### src/rtl/cpu_pkg.sv
// Shared definitions for the CPU front end.
// Contents:
//   fetch_state_t : fetch FSM states {REQ, WAIT, HOLD, DRAIN}
//   OPC_W         : opcode width
//   OPC_BRANCH    : branch opcode value
//   field positions for the 16-bit instruction format
//   is_branch()   : opcode classification helper
package cpu_pkg;

    typedef enum logic [1:0] {
        REQ   = 2'd0,
        WAIT  = 2'd1,
        HOLD  = 2'd2,
        DRAIN = 2'd3
    } fetch_state_t;

    localparam int OPC_W = 4;
    localparam logic [OPC_W-1:0] OPC_BRANCH = 4'b0111;

    // Instruction field positions: opcode | rd | rs | rt/imm
    localparam int OPC_MSB = 15;
    localparam int OPC_LSB = 12;
    localparam int RD_MSB  = 11;
    localparam int RD_LSB  = 8;
    localparam int RS_MSB  = 7;
    localparam int RS_LSB  = 4;
    localparam int RT_MSB  = 3;
    localparam int RT_LSB  = 0;

    function automatic logic is_branch(input logic [OPC_W-1:0] opc);
        return (opc == OPC_BRANCH);
    endfunction

endpackage

### src/rtl/fetch_pc_reg.sv
// Program counter register for the fetch stage.
// Ports:
//   clk_i, rst_i : clock and synchronous active-high reset (pc -> 0)
//   load_i       : load load_addr_i (redirect); has priority over inc_i
//   load_addr_i  : redirect target
//   inc_i        : advance to next word address, wrapping modulo 2^ADDR_W
//   pc_o         : current pc
module fetch_pc_reg #(
    parameter int ADDR_W = 8
) (
    input  logic              clk_i,
    input  logic              rst_i,
    input  logic              load_i,
    input  logic [ADDR_W-1:0] load_addr_i,
    input  logic              inc_i,
    output logic [ADDR_W-1:0] pc_o
);

    logic [ADDR_W-1:0] pc_q;
    logic [ADDR_W-1:0] pc_d;

    // Next-pc selection: redirect beats increment; increment wraps naturally
    always_comb begin
        pc_d = pc_q;
        if (load_i) begin
            pc_d = load_addr_i;
        end else if (inc_i) begin
            pc_d = pc_q + ADDR_W'(1);
        end else begin
            pc_d = pc_q;
        end
    end

    // PC state register
    always_ff @(posedge clk_i) begin
        if (rst_i) begin
            pc_q <= '0;
        end else begin
            pc_q <= pc_d;
        end
    end

    assign pc_o = pc_q;

endmodule

### src/rtl/instr_fetch_checker.sv
// Protocol checker for the fetch stage memory interface.
// Ports:
//   clk, rst   : clock and synchronous reset
//   imem_valid : read-data valid from instruction memory
//   state_i    : current fetch FSM state
// Flags read data arriving when no read can be outstanding.
module instr_fetch_checker
    import cpu_pkg::*;
(
    input logic         clk,
    input logic         rst,
    input logic         imem_valid,
    input fetch_state_t state_i
);

    a_valid_only_when_outstanding: assert property (
        @(posedge clk) disable iff (rst)
        imem_valid |-> (state_i == WAIT || state_i == DRAIN)
    );

endmodule

### src/rtl/instr_fetch.sv
// Instruction fetch stage.
// Owns the PC, issues one word read at a time to instruction memory,
// holds the returned instruction for decode and redirects on flush.
// Ports:
//   clk, rst              : clock, synchronous active-high reset
//   imem_req / imem_addr  : one-cycle read request at pc
//   imem_valid/imem_rdata : read return, exactly once per request
//   instr_valid/instr_ready : handshake to decode
//   instr, opcode, instr_pc : held instruction, its opcode and fetch address
//   flush / flush_target  : redirect from execute (highest priority)
module instr_fetch
    import cpu_pkg::*;
#(
    parameter int ADDR_W  = 8,
    parameter int INSTR_W = 16
) (
    input  logic               clk,
    input  logic               rst,
    output logic               imem_req,
    output logic [ADDR_W-1:0]  imem_addr,
    input  logic               imem_valid,
    input  logic [INSTR_W-1:0] imem_rdata,
    output logic               instr_valid,
    input  logic               instr_ready,
    output logic [INSTR_W-1:0] instr,
    output logic [OPC_W-1:0]   opcode,
    output logic [ADDR_W-1:0]  instr_pc,
    input  logic               flush,
    input  logic [ADDR_W-1:0]  flush_target
);

    fetch_state_t       state_q, state_d;
    logic [INSTR_W-1:0] instr_q, instr_d;
    logic [ADDR_W-1:0]  instr_pc_q, instr_pc_d;
    logic               instr_valid_q, instr_valid_d;
    logic [ADDR_W-1:0]  pc_s;
    logic               pc_inc_s;

    fetch_pc_reg #(.ADDR_W(ADDR_W)) u_pc (
        .clk_i       (clk),
        .rst_i       (rst),
        .load_i      (flush),
        .load_addr_i (flush_target),
        .inc_i       (pc_inc_s),
        .pc_o        (pc_s)
    );

    // Fetch FSM next state and instruction register update
    always_comb begin
        state_d       = state_q;
        instr_d       = instr_q;
        instr_pc_d    = instr_pc_q;
        instr_valid_d = instr_valid_q;
        pc_inc_s      = 1'b0;
        case (state_q)
            REQ: begin
                // The request goes out this cycle regardless; a flush leaves it in flight
                if (flush) begin
                    state_d = DRAIN;
                end else begin
                    state_d = WAIT;
                end
            end
            WAIT: begin
                if (flush) begin
                    state_d = imem_valid ? REQ : DRAIN;
                end else if (imem_valid) begin
                    instr_d       = imem_rdata;
                    instr_pc_d    = pc_s;
                    instr_valid_d = 1'b1;
                    pc_inc_s      = 1'b1;
                    state_d       = HOLD;
                end else begin
                    state_d = WAIT;
                end
            end
            HOLD: begin
                // Flush wins over a same-cycle consume
                if (flush || instr_ready) begin
                    instr_valid_d = 1'b0;
                    state_d       = REQ;
                end else begin
                    state_d = HOLD;
                end
            end
            DRAIN: begin
                // A stale return arriving with a new flush still retires the
                // outstanding read, so waiting longer would deadlock
                if (imem_valid) begin
                    state_d = REQ;
                end else begin
                    state_d = DRAIN;
                end
            end
            default: begin
                state_d       = REQ;
                instr_valid_d = 1'b0;
            end
        endcase
    end

    // FSM and instruction holding registers
    always_ff @(posedge clk) begin
        if (rst) begin
            state_q       <= REQ;
            instr_q       <= '0;
            instr_pc_q    <= '0;
            instr_valid_q <= 1'b0;
        end else begin
            state_q       <= state_d;
            instr_q       <= instr_d;
            instr_pc_q    <= instr_pc_d;
            instr_valid_q <= instr_valid_d;
        end
    end

    assign imem_req    = (state_q == REQ) && !rst;
    assign imem_addr   = pc_s;
    assign instr_valid = instr_valid_q;
    assign instr       = instr_q;
    assign opcode      = instr_q[INSTR_W-1 -: OPC_W];
    assign instr_pc    = instr_pc_q;

    instr_fetch_checker u_chk (
        .clk        (clk),
        .rst        (rst),
        .imem_valid (imem_valid),
        .state_i    (state_q)
    );

endmodule
### config.mk
export PLATFORM = sky130hd
export DESIGN_NAME = instr_fetch
export DESIGN_NICKNAME = d
export VERILOG_FILES = /design/src/rtl/cpu_pkg.sv /design/src/rtl/fetch_pc_reg.sv /design/src/rtl/instr_fetch_checker.sv /design/src/rtl/instr_fetch.sv
export SDC_FILE = /design/constraint.sdc
export NUM_CORES = 1
export LEC_CHECK = 0
export CORE_MARGIN = 2
export CORE_UTILIZATION = 42
export DETAILED_ROUTE_END_ITERATION = 7
export PLACE_DENSITY = 0.8
export SLEW_MARGIN = 0
export SYNTH_ARGS = -nofsm -noshare
export SYNTH_HDL_FRONTEND = slang
export SYNTH_SLANG_ARGS = --single-unit
### constraint.sdc
create_clock -name clk -period 2.75 [get_ports clk]
set_input_delay 0.55 -clock clk [delete_from_list [all_inputs] [get_ports clk]]
set_output_delay 0.55 -clock clk [all_outputs]
set_load 0.005 [all_outputs]
Yosys cells after proc, flatten, opt, wreduce, memory -nomap -nowiden
Cells that the tools add are included.
{"block": "op_classes", "n_addsub": 1, "n_eq_ne": 6, "n_mux": 15, "n_bitwise": 1, "reduce_logical": 8}
{"cell": "8-bit 2-to-1 mux", "n": 2}
{"cell": "2-bit 2-to-1 mux", "n": 5}
{"cell": "8-bit by 1-bit adder with 8-bit output, second input constant", "n": 1}
{"cell": "2-bit one-hot mux with 4 select lines", "n": 1}
{"cell": "1-bit 2-to-1 mux", "n": 6}
{"cell": "2-bit != test, second input constant", "n": 3}
{"cell": "2-bit == test, second input constant", "n": 2}
{"cell": "4-bit AND reduction", "n": 1}
{"cell": "2-bit nonzero test", "n": 2}
{"cell": "3-bit AND reduction", "n": 1}
{"cell": "2-bit by 1-bit == test with 1-bit output, second input constant", "n": 1}
{"cell": "2-bit logical NOT", "n": 1}
{"cell": "1-bit one-hot mux with 2 select lines", "n": 1}
{"cell": "1-bit logical AND", "n": 1}
{"cell": "1-bit logical NOT", "n": 1}
{"cell": "1-bit logical OR", "n": 1}
{"cell": "1-bit inverter", "n": 1}
{"block": "totals", "reg_bits": 35}

Logic depth before layout (Yosys ltp)
Gate-level depths: netlist of run 1.
{"block": "logic_depth", "word_depth": 5, "depth_mapped": 9}

Cells and area by module
From an unflattened synthesis of run 1, not the netlist that was laid out.
{"block": "unflattened", "hier_cells": 187, "hier_area_um2": 1629.1}
{"mod": "instr_fetch", "n_inst": 1, "cells_each": 134, "area_per_inst_um2": 1164.9}
{"mod": "fetch_pc_reg", "n_inst": 1, "cells_each": 53, "area_per_inst_um2": 464.2}

Least setup slack after synthesis of run 1
Ideal clock, no wire load.
{"block": "synth_path", "path_type": "input port to flip-flop", "start": "input port flush", "end": "register u_pc.pc_q[5] (netlist: u_pc.pc_o[5])", "setup_ns": 0.091, "arrival_ns": 2.154, "required_time_ns": 2.659, "path_slack_ns": 0.505, "stages": 7, "path_buffers": 2, "cell_sequence": "buf_6 -> inv_1 -> clkbuf_1 -> ha_1 -> nand3b_4 -> or4_1 -> a311oi_1"}
{"block": "synth_via", "elab_chain_len": 3, "elab_cells_between_ends": 4, "cone_classes": "mux (3); reduce/logical (1)"}
{"item": "start, declared", "line": "instr_fetch.sv:28", "text": "input logic flush,"}
{"item": "1-bit 2-to-1 mux", "line": "instr_fetch.sv:65", "text": "if (flush) begin"}
{"item": "1-bit 2-to-1 mux", "line": "instr_fetch.sv:55", "text": "case (state_q)"}
{"item": "2-bit nonzero test (no line)"}
{"item": "end signal, assigned", "line": "fetch_pc_reg.sv:39", "text": "pc_q <= pc_d;"}
{"item": "end, declared", "line": "fetch_pc_reg.sv:19", "text": "logic [ADDR_W-1:0] pc_q;"}
Several ways; a longest one is shown, not always the timed one.
A chain may end at the register's enable or synchronous reset.

Worst setup path in the final report of run 1
{"block": "layout_path", "start": "input port rst", "end": "output port imem_req"}
{"block": "layout_via", "elab_chain_len": 2}
{"item": "start, declared", "line": "instr_fetch.sv:18", "text": "input logic rst,"}
{"item": "1-bit logical NOT", "line": "instr_fetch.sv:117", "text": "assign imem_req = (state_q == REQ) && !rst;"}
{"item": "1-bit logical AND", "line": "instr_fetch.sv:117"}
{"item": "end, declared", "line": "instr_fetch.sv:19", "text": "output logic imem_req,"}
Every way passes these cells.

==> metrics, run 1 <==
status=completed; pwr dens=472 nW/um^2; worst slew pin tran=500 ps; DRT Pass-1 Iters=4; Root Driver=clkbuf_8; FF+latch count, synth=35; Critical Path AT=1670 ps; Worst-Skew Late Latency=just under 300 ps; Final Power=0.00108 W; cell with the most instances after synthesis=nand2_1; DP HPWL=2520 um; CP Capture Type=output pin; row count=22; leakage power=around 0.82 nW; Slew Viols, Final=0; Finished Cell Area=~2300 um^2; Async S/R FF share, synth=0; initial drt markers=73; n_diodes=0; Port-buffer cells=66; CTS max path bufs=2; Seq pwr share=0.516; CTS buffer count=5; CP Class=primary input to output pin; CTS Sinks=35; via/cell ratio=between 5 and 6; post-cts resize count=0; Die W=64.8 um; Setup crit start kind=primary input; Clk network pwr share=0.325; buffer and inverter count on the worst path=2; Synth top area share=0.452; CP Cell Sequence=clkdlybuf4s50_1 -> nor3_1 -> clkdlybuf4s50_1; post-synth cell types=35; initial antenna violation count=0; ANT nets after route=0; prevailing post-synth register cell=dfxtp_1; Mapped Cells=between 150 and 200; placed inst area=2210 um^2; Worst VDD drop=0.273 mV; pin count of the biggest net entering global routing=40; CP delay by family, top=buffers and inverters; Ys Warns=0; Total Wirelength=3570 um; Max Cap Viol=0; Fmax=451 MHz; sequential cell area fraction in the yosys report=0.452; Reg clk slew, reported paths=~70 ps; top cells by count, synth=52 x nand2_1, 35 x dfxtp_1, 25 x a21oi_1, 8 x nor2_1; final net count=282; final setup fails=0; sw power=0.000271 W; Fin Clk Skew=3.74 ps; Tcrit/Tclk final=0.806; I/O Pins=67; Critical Path RT=2200 ps; largest fanout on the critical path=2; final global-route overflow total=0; Logic pwr share=0.159; Filler Cell Count=332; Synth Cell Area=approximately 1600 um^2; P&R area growth vs syn=47.8%; vias in the first global route=1,344; Post-CTS Setup Inserts=0; Die Area=4200 um^2; slowest CP cell=clkdlybuf4s50_1; CTS tree=yes; Initial Util=0.430; crit-path most repeated cell=clkdlybuf4s50_1; RSZ-0062 raised after global routing=no; Int Power=0.000810 W; H-tree depth=2; Sw Share=0.251; Vias=1,496; Synth area leader=dfxtp_1; hold_buf cts=0; DR DRC count=0; Area contributors post-synth=dfxtp_1 45%, nand2_1 13%, a21oi_1 8.1%, ha_1 3.2%, a311oi_1 2.8%; Period minus WS final=about 2200 ps; Routed WL per cell=12.0 um; layout cells sized above 1=0.0680; post-synthesis average cell area=8.30 um^2; worst hold path type=register to register; Die Height=64.8 um; Worst slew margin=0.667; syn nets=220; final hold vios=0; EDFF count, synth=0; core area=between 3000 and 4000 um^2; first-pass GRT wire length=~6000 um; max incr delay on CP=530 ps; Routability Congestion=0.749; setup TNS=0 ps; total track usage=0.186
kinds of logic after synthesis:
kind of cell    synth area share
compound gates             0.167
xor+xnor                  0.0113
fa+ha+maj                 0.0323
buf+inv                   0.0766
flops                      0.452
mux                      0.00645
simple gates               0.255
sequential cells by signal, indices dropped and copies added, names as in the netlist:
name and count:
instr 16, instr_valid 1, u_pc.pc_o 8, state_q 2, instr_pc 8
area by class of cell:
type | instances | area [um^2] | share of cell area
clock buffers | 5 | 68.8 | 0.0300
clock inverters | 3 | 15.0 | 0.00655
inverters | 3 | 11.3 | 0.00491
multi-input cells | 132 | 732 | 0.319
flip-flops and latches | 35 | 701 | 0.306
well taps | 48 | 60.1 | 0.0262
repair buffers | 72 | 706 | 0.308
metal layers:
layer	track usage	up-vias	routed length [um]
li1	-	764	-
met1	0.229	675	1600
met2	0.298	49	1680
met3	0.0642	8	222
met4	0.0691	0	71
met5	0	-	0
cell usage in the layout (no fill, tap or decap), types with 3 or more instances in the layout:
master / Yosys / layout
clkdlybuf4s50_1: 0 / 66
nand2_1: 52 / 52
dfxtp_1: 35 / 35
a21oi_1: 25 / 25
nor2_1: 8 / 8
buf_4: 4 / 6
a311oi_1: 5 / 5
clkbuf_8: 0 / 5
o21ai_0: 4 / 4
nand3_1: 4 / 4
a211oi_1: 4 / 4
ha_1: 4 / 4
inv_1: 3 / 3
clkinv_2: 0 / 3
final timing paths:
check,start,depth (start not counted),end,slack (ps)
worst max-delay path,rst,3,imem_req,530
worst min-delay path,instr[4],2,instr[4],450
worst max register to register,state_q[0],3,u_pc.pc_o[5],1180
worst min register to register,instr[4],2,instr[4],450
metrics by stage:
step,instances,utilization,hold slack [ps],setup slack [ps]
after floorplan,187,-,453,505
after global placement,290,0.613,442,425
after detailed placement,290,0.613,446,380
after CTS,298,0.636,456,509
after global routing,298,0.636,472,435
final,298,0.636,452,534
worst register-to-register path: stages (launching register included):
cell and delay, ps:
dfxtp_1 530, nand3b_4 190, or4_1 530, a311oi_1 240
power groups by stage:
stage / clock, W / combinational, W / sequential (W)
floorplan: 0 / 0.0000825 / 0.000562
global placement: 0 / 0.000170 / 0.000569
detailed placement: 0 / 0.000173 / 0.000569
CTS: 0.000366 / 0.000174 / 0.000558
global route: 0.000389 / 0.000188 / 0.000563
finish: 0.000352 / 0.000171 / 0.000558
Note: power is estimated with default switching activity, not from simulation.
==> run 2, diff against run 1 <==
==> constraint.sdc (replaced) <==
create_clock -name clk -period 2.1 [get_ports clk]
set_input_delay 0.42 -clock clk [delete_from_list [all_inputs] [get_ports clk]]
set_output_delay 0.42 -clock clk [all_outputs]
set_load 0.005 [all_outputs]
==> run 2 against run 1 <==
  * First-iteration DRC count grew 9.6%
  * Setup slack got worse by 440 ps
  * Largest cell class is now non-clock buffers
  * Utilization is 1.5 points higher
  * Combinational power grew 38%
  * Cell count increased by 2.0%
  * Sequential share of layout area down 0.72 points
  * Sequential power grew 31%
  * Clock skew fell by 1.5 ps
  * Sequential cell count is the same
  * Count of clock-buffer cells in the layout increased by 2
  * Global-route usage is 0.20 points higher
  * Critical endpoint unchanged
==> metrics, run 2 (synthesized netlist as in run 1, its figures left out) <==
final hold vios=0; ANT nets after route=0; max incr delay on CP=520 ps; Critical Path RT=between 1500 and 2000 ps; largest fanout on the critical path=3; Worst-Skew Late Latency=280 ps; vias in the first global route=1,381; CP delay by family, top=buffers and inverters; placed insts=296; Final Power=0.00142 W; n_diodes=0; Fin Clk Skew=2.23 ps; Int Power=0.00108 W; DRT Pass-1 Iters=4; Vias=1,528; busiest grt layer=met2; Finished Layout Cells=304; Worst VDD drop=0.386 mV; Routed WL per cell=12.2 um; Worst slew margin=0.765; first-pass GRT wire length=between 6000 and 7000 um; pin count of the biggest net entering global routing=27; Fmax=499 MHz; RSZ-0062 raised after global routing=no; crit-path most repeated cell=clkdlybuf4s50_1; pre-CTS setup slack=-32.5 ps; buffer and inverter count on the worst path=2; status=completed; FF-to-FF path depth=4; Routability Congestion=about 0.76; met1 GRT Util=0.232; P&R area growth vs syn=51.4%; most frequent cells in the layout=66 x clkdlybuf4s50_1, 52 x nand2_1, 35 x dfxtp_1; Die Area=4200 um^2; CTS max path bufs=2; via/cell ratio=5.03; final setup fails=0; reg2reg end=u_pc.pc_o[3]; Die W=64.8 um; Clk network pwr share=0.319; Die Height=between 60 and 70 um; FF-to-FF Start=state_q[0]; Hold Crit Depth=2; post-cts resize count=0; final global-route overflow total=0; Critical Path AT=between 1500 and 2000 ps; GR Util met2=0.307; DR DRC count=0; row count=22; Root Driver=clkbuf_8; Sw Share=0.243; Slew Viols, Final=0; commonest non-fill, non-tap cell in the layout=clkdlybuf4s50_1; Setup crit start kind=primary input; hold_buf cts=0; layout cells sized above 1=0.0820; CTS buffer count=5; sw power=around 0.00035 W; Reg clk slew, reported paths=60 ps; Total Wirelength=3710 um; Period minus WS final=around 2000 ps; Max Cap Viol=0; slowest CP cell=clkdlybuf4s50_1; CP Class=primary input to output pin; total track usage=0.188; worst hold path type=register to register; core area=3610 um^2; CTS Sinks=35; hold path start=instr[11]; initial antenna violation count=0; leakage power=between 0.8 and 0.9 nW; final net count=about 290; max FFs per register=16; I/O Pins=67; met3 usage=0.0573; worst slew pin tran=between 300 and 400 ps; DP HPWL=2800 um; Seq pwr share=0.515; final worst slack=95.7 ps; pwr dens=605 nW/um^2; CP Capture Type=output pin; CP Cell Sequence=clkdlybuf4s50_1 -> nor3_1 -> clkdlybuf4s50_1; Initial Util=0.430; H-tree depth=2; Tcrit/Tclk final=0.954; Post-CTS Setup Inserts=0; Reg2Reg Setup Slack=610 ps; Worst Hold Path EP=instr[11]; initial drt markers=80; Logic pwr share=0.166; Port-buffer cells=66; CTS tree=yes
-- run 2: layout make-up --
class / instances / area [um^2]
clock buffer: 7 / 76.3
tap: 48 / 60.1
sequential: 35 / 701
fill: 327 / 1260
timing repair buffer: 78 / 763
clock inverter: 1 / 5.00
multi-input combinational: 132 / 732
inverter: 3 / 11.3
-- run 2: metal layers --
metal  wire, um  part of all wire
met1       1670              0.45
met2       1800              0.49
met3        190             0.051
met4         48             0.013
met5          0                 0
-- run 2: worst max path at each step --
stage	from	endpoint	slack, ps	cells after the start
4_1_cts	rst	imem_req	90	3
3_3_place_gp	imem_valid	u_pc.pc_o[5]	20	5
2_1_floorplan	flush	u_pc.pc_o[5]	120	7
5_1_grt	rst	imem_req	30	3
3_5_place_dp	imem_valid	u_pc.pc_o[3]	-30	6
6_report	rst	imem_req	100	3
-- run 2: power by group through the flow --
stage | combinational [W] | sequential, W | clock, W
5_1_grt | 0.000259 | 0.000737 | 0.000493
6_report | 0.000236 | 0.000732 | 0.000454
2_1_floorplan | 0.000108 | 0.000737 | 0
3_3_place_gp | 0.000235 | 0.000745 | 0
4_1_cts | 0.000238 | 0.000732 | 0.000467
3_5_place_dp | 0.000237 | 0.000747 | 0
-- run 2: worst reg2reg max path: stages (launching register included) --
cell and delay [ps]:
dfxtp_1 530, nand3b_4 120, buf_4 170, or3_1 340
a311oi_1 250
-- run 2: stage by stage --
step	hold slack, ps	cell area (um^2)	TNS [ps]	utilization
after floorplan	453	1550	0	-
after global placement	441	2270	0	0.629
after detailed placement	447	2270	-96.4	0.629
after CTS	455	2350	0	0.651
after global routing	471	2350	0	0.651
final	453	2350	0	0.651
==> run 3, diff against run 2 <==
==> constraint.sdc (replaced) <==
create_clock -name clk -period 2 [get_ports clk]
set_input_delay 0.4 -clock clk [delete_from_list [all_inputs] [get_ports clk]]
set_output_delay 0.4 -clock clk [all_outputs]
set_load 0.005 [all_outputs]
==> run 3 against run 2 <==
  * Total power grew 11%
  * Count of clock-buffer cells in the layout increased by 1
  * Combinational power is 6% higher
  * Setup slack worse by 37 ps
  * First-iteration DRC count rose by 16%
  * Sequential share of layout area is 0.48 points lower
  * Largest cell class unchanged
  * Highest routed layer unchanged
==> metrics, run 3 (synthesized netlist as in run 1, its figures left out) <==
n_diodes=0; Die Height=64.8 um; commonest non-fill, non-tap cell in the layout=clkdlybuf4s50_1; max FFs per register=16; Final Power=0.00158 W; leakage power=0.863 nW; row count=22; via/cell ratio=4.93; final core utilization=0.662; Period minus WS final=1940 ps; met3 usage=0.0625; DP HPWL=2630 um; Worst-Skew Late Latency=290 ps; Port-buffer cells=66; CP Class=primary input to output pin; most frequent cells in the layout=66 x clkdlybuf4s50_1, 52 x nand2_1, 35 x dfxtp_1; RSZ-0062 raised after global routing=no; H-tree depth=2; Vias=1,508; first-pass GRT wire length=a little over 6000 um; hold_ws=452 ps; Critical Path AT=roughly 1500 ps; pre-CTS setup slack=-116 ps; P&R area growth vs syn=53.9%; ANT nets after route=0; CTS Sinks=35; hold_buf cts=0; Die Area=4200 um^2; FF-to-FF path depth=3; Total Wirelength=3610 um; Die W=64.8 um; final setup fails=0; Routed WL per cell=roughly 12 um; initial drt markers=93; Critical Path RT=1600 ps; layout cells sized above 1=0.0969; final net count=290; Routability Congestion=0.794; final worst slack=59.1 ps; Worst VDD drop=0.377 mV; CP Capture Type=output pin; Root Driver=clkbuf_8; Fin Clk Skew=12.9 ps; met1 GRT Util=0.236; I/O Pins=67; core area=~3600 um^2; CTS buffer count=5; worst hold path type=register to register; Slew Viols, Final=0; Max Cap Viol=0; Fmax=515 MHz; Worst slew margin=0.755; initial antenna violation count=0; CTS tree=yes; total track usage=0.185; vias in the first global route=1,312; GR Util met2=0.291; Reg clk slew, reported paths=around 60 ps; Tcrit/Tclk final=0.970; busiest grt layer=met2; DR DRC count=0; Hold Crit Depth=2; setup TNS=0 ps; worst slew pin tran=368 ps; DRT Pass-1 Iters=4; Setup crit start kind=primary input; pwr dens=662 nW/um^2; largest fanout on the critical path=4; CTS max path bufs=2; status=completed; pin count of the biggest net entering global routing=28; final global-route overflow total=0; final hold vios=0; Initial Util=0.430
==> run 3: cell count changes in the layout (fill, tap and decap cells not counted), sizes merged <==
| cell | change |
|---|---|
| clkinv | -1 |
| clkbuf | +1 |
| buf | +2 |
==> run 3: metrics by stage <==
step / instance area, um^2 / instances
floorplan: 1550 / 187
global placement: 2280 / 298
detailed placement: 2280 / 298
CTS: 2390 / 306
global route: 2390 / 306
finish: 2390 / 306
==> run 3: path summary, 6_finish.rpt <==
path                                 start            to  slack, ps
worst max-delay path                   rst      imem_req         60
worst min-delay path             instr[11]     instr[11]        450
worst max register to register  state_q[0]  u_pc.pc_o[5]        480
worst min register to register   instr[11]     instr[11]        450
==> run 3: timing repair <==
action	CTS	global route
resized for setup	1	0
endpoints found under the setup margin	1	0
setup buffers	0	0
==> run 3: final cells by class <==
cell class	count	area (um^2)
clock buffers	8	100
flip-flops and latches	35	701
fillers	327	1220
multi-input cells	132	737
repair buffers	80	778
inverters	3	11.3
well taps	48	60.1
==> run 3: where the power goes <==
part	switching, W	total (W)	internal, W
sequential	0.0000402	0.000769	0.000729
combinational	0.0000912	0.000251	0.000160
clock	0.000245	0.000560	0.000314
total	0.000377	0.00158	0.00120
==> run 3: per-layer routing <==
layer  vias up  routed length [um]
met1       682                1670
met4         0                  51
met3         5                 227
met5         -                   0
li1        777                   -
met2        44                1670
==> run 3: worst max-delay path, stage by stage <==
cell	delay [ps]
clkdlybuf4s50_1	480
nor3_2	140
clkdlybuf4s50_1	530
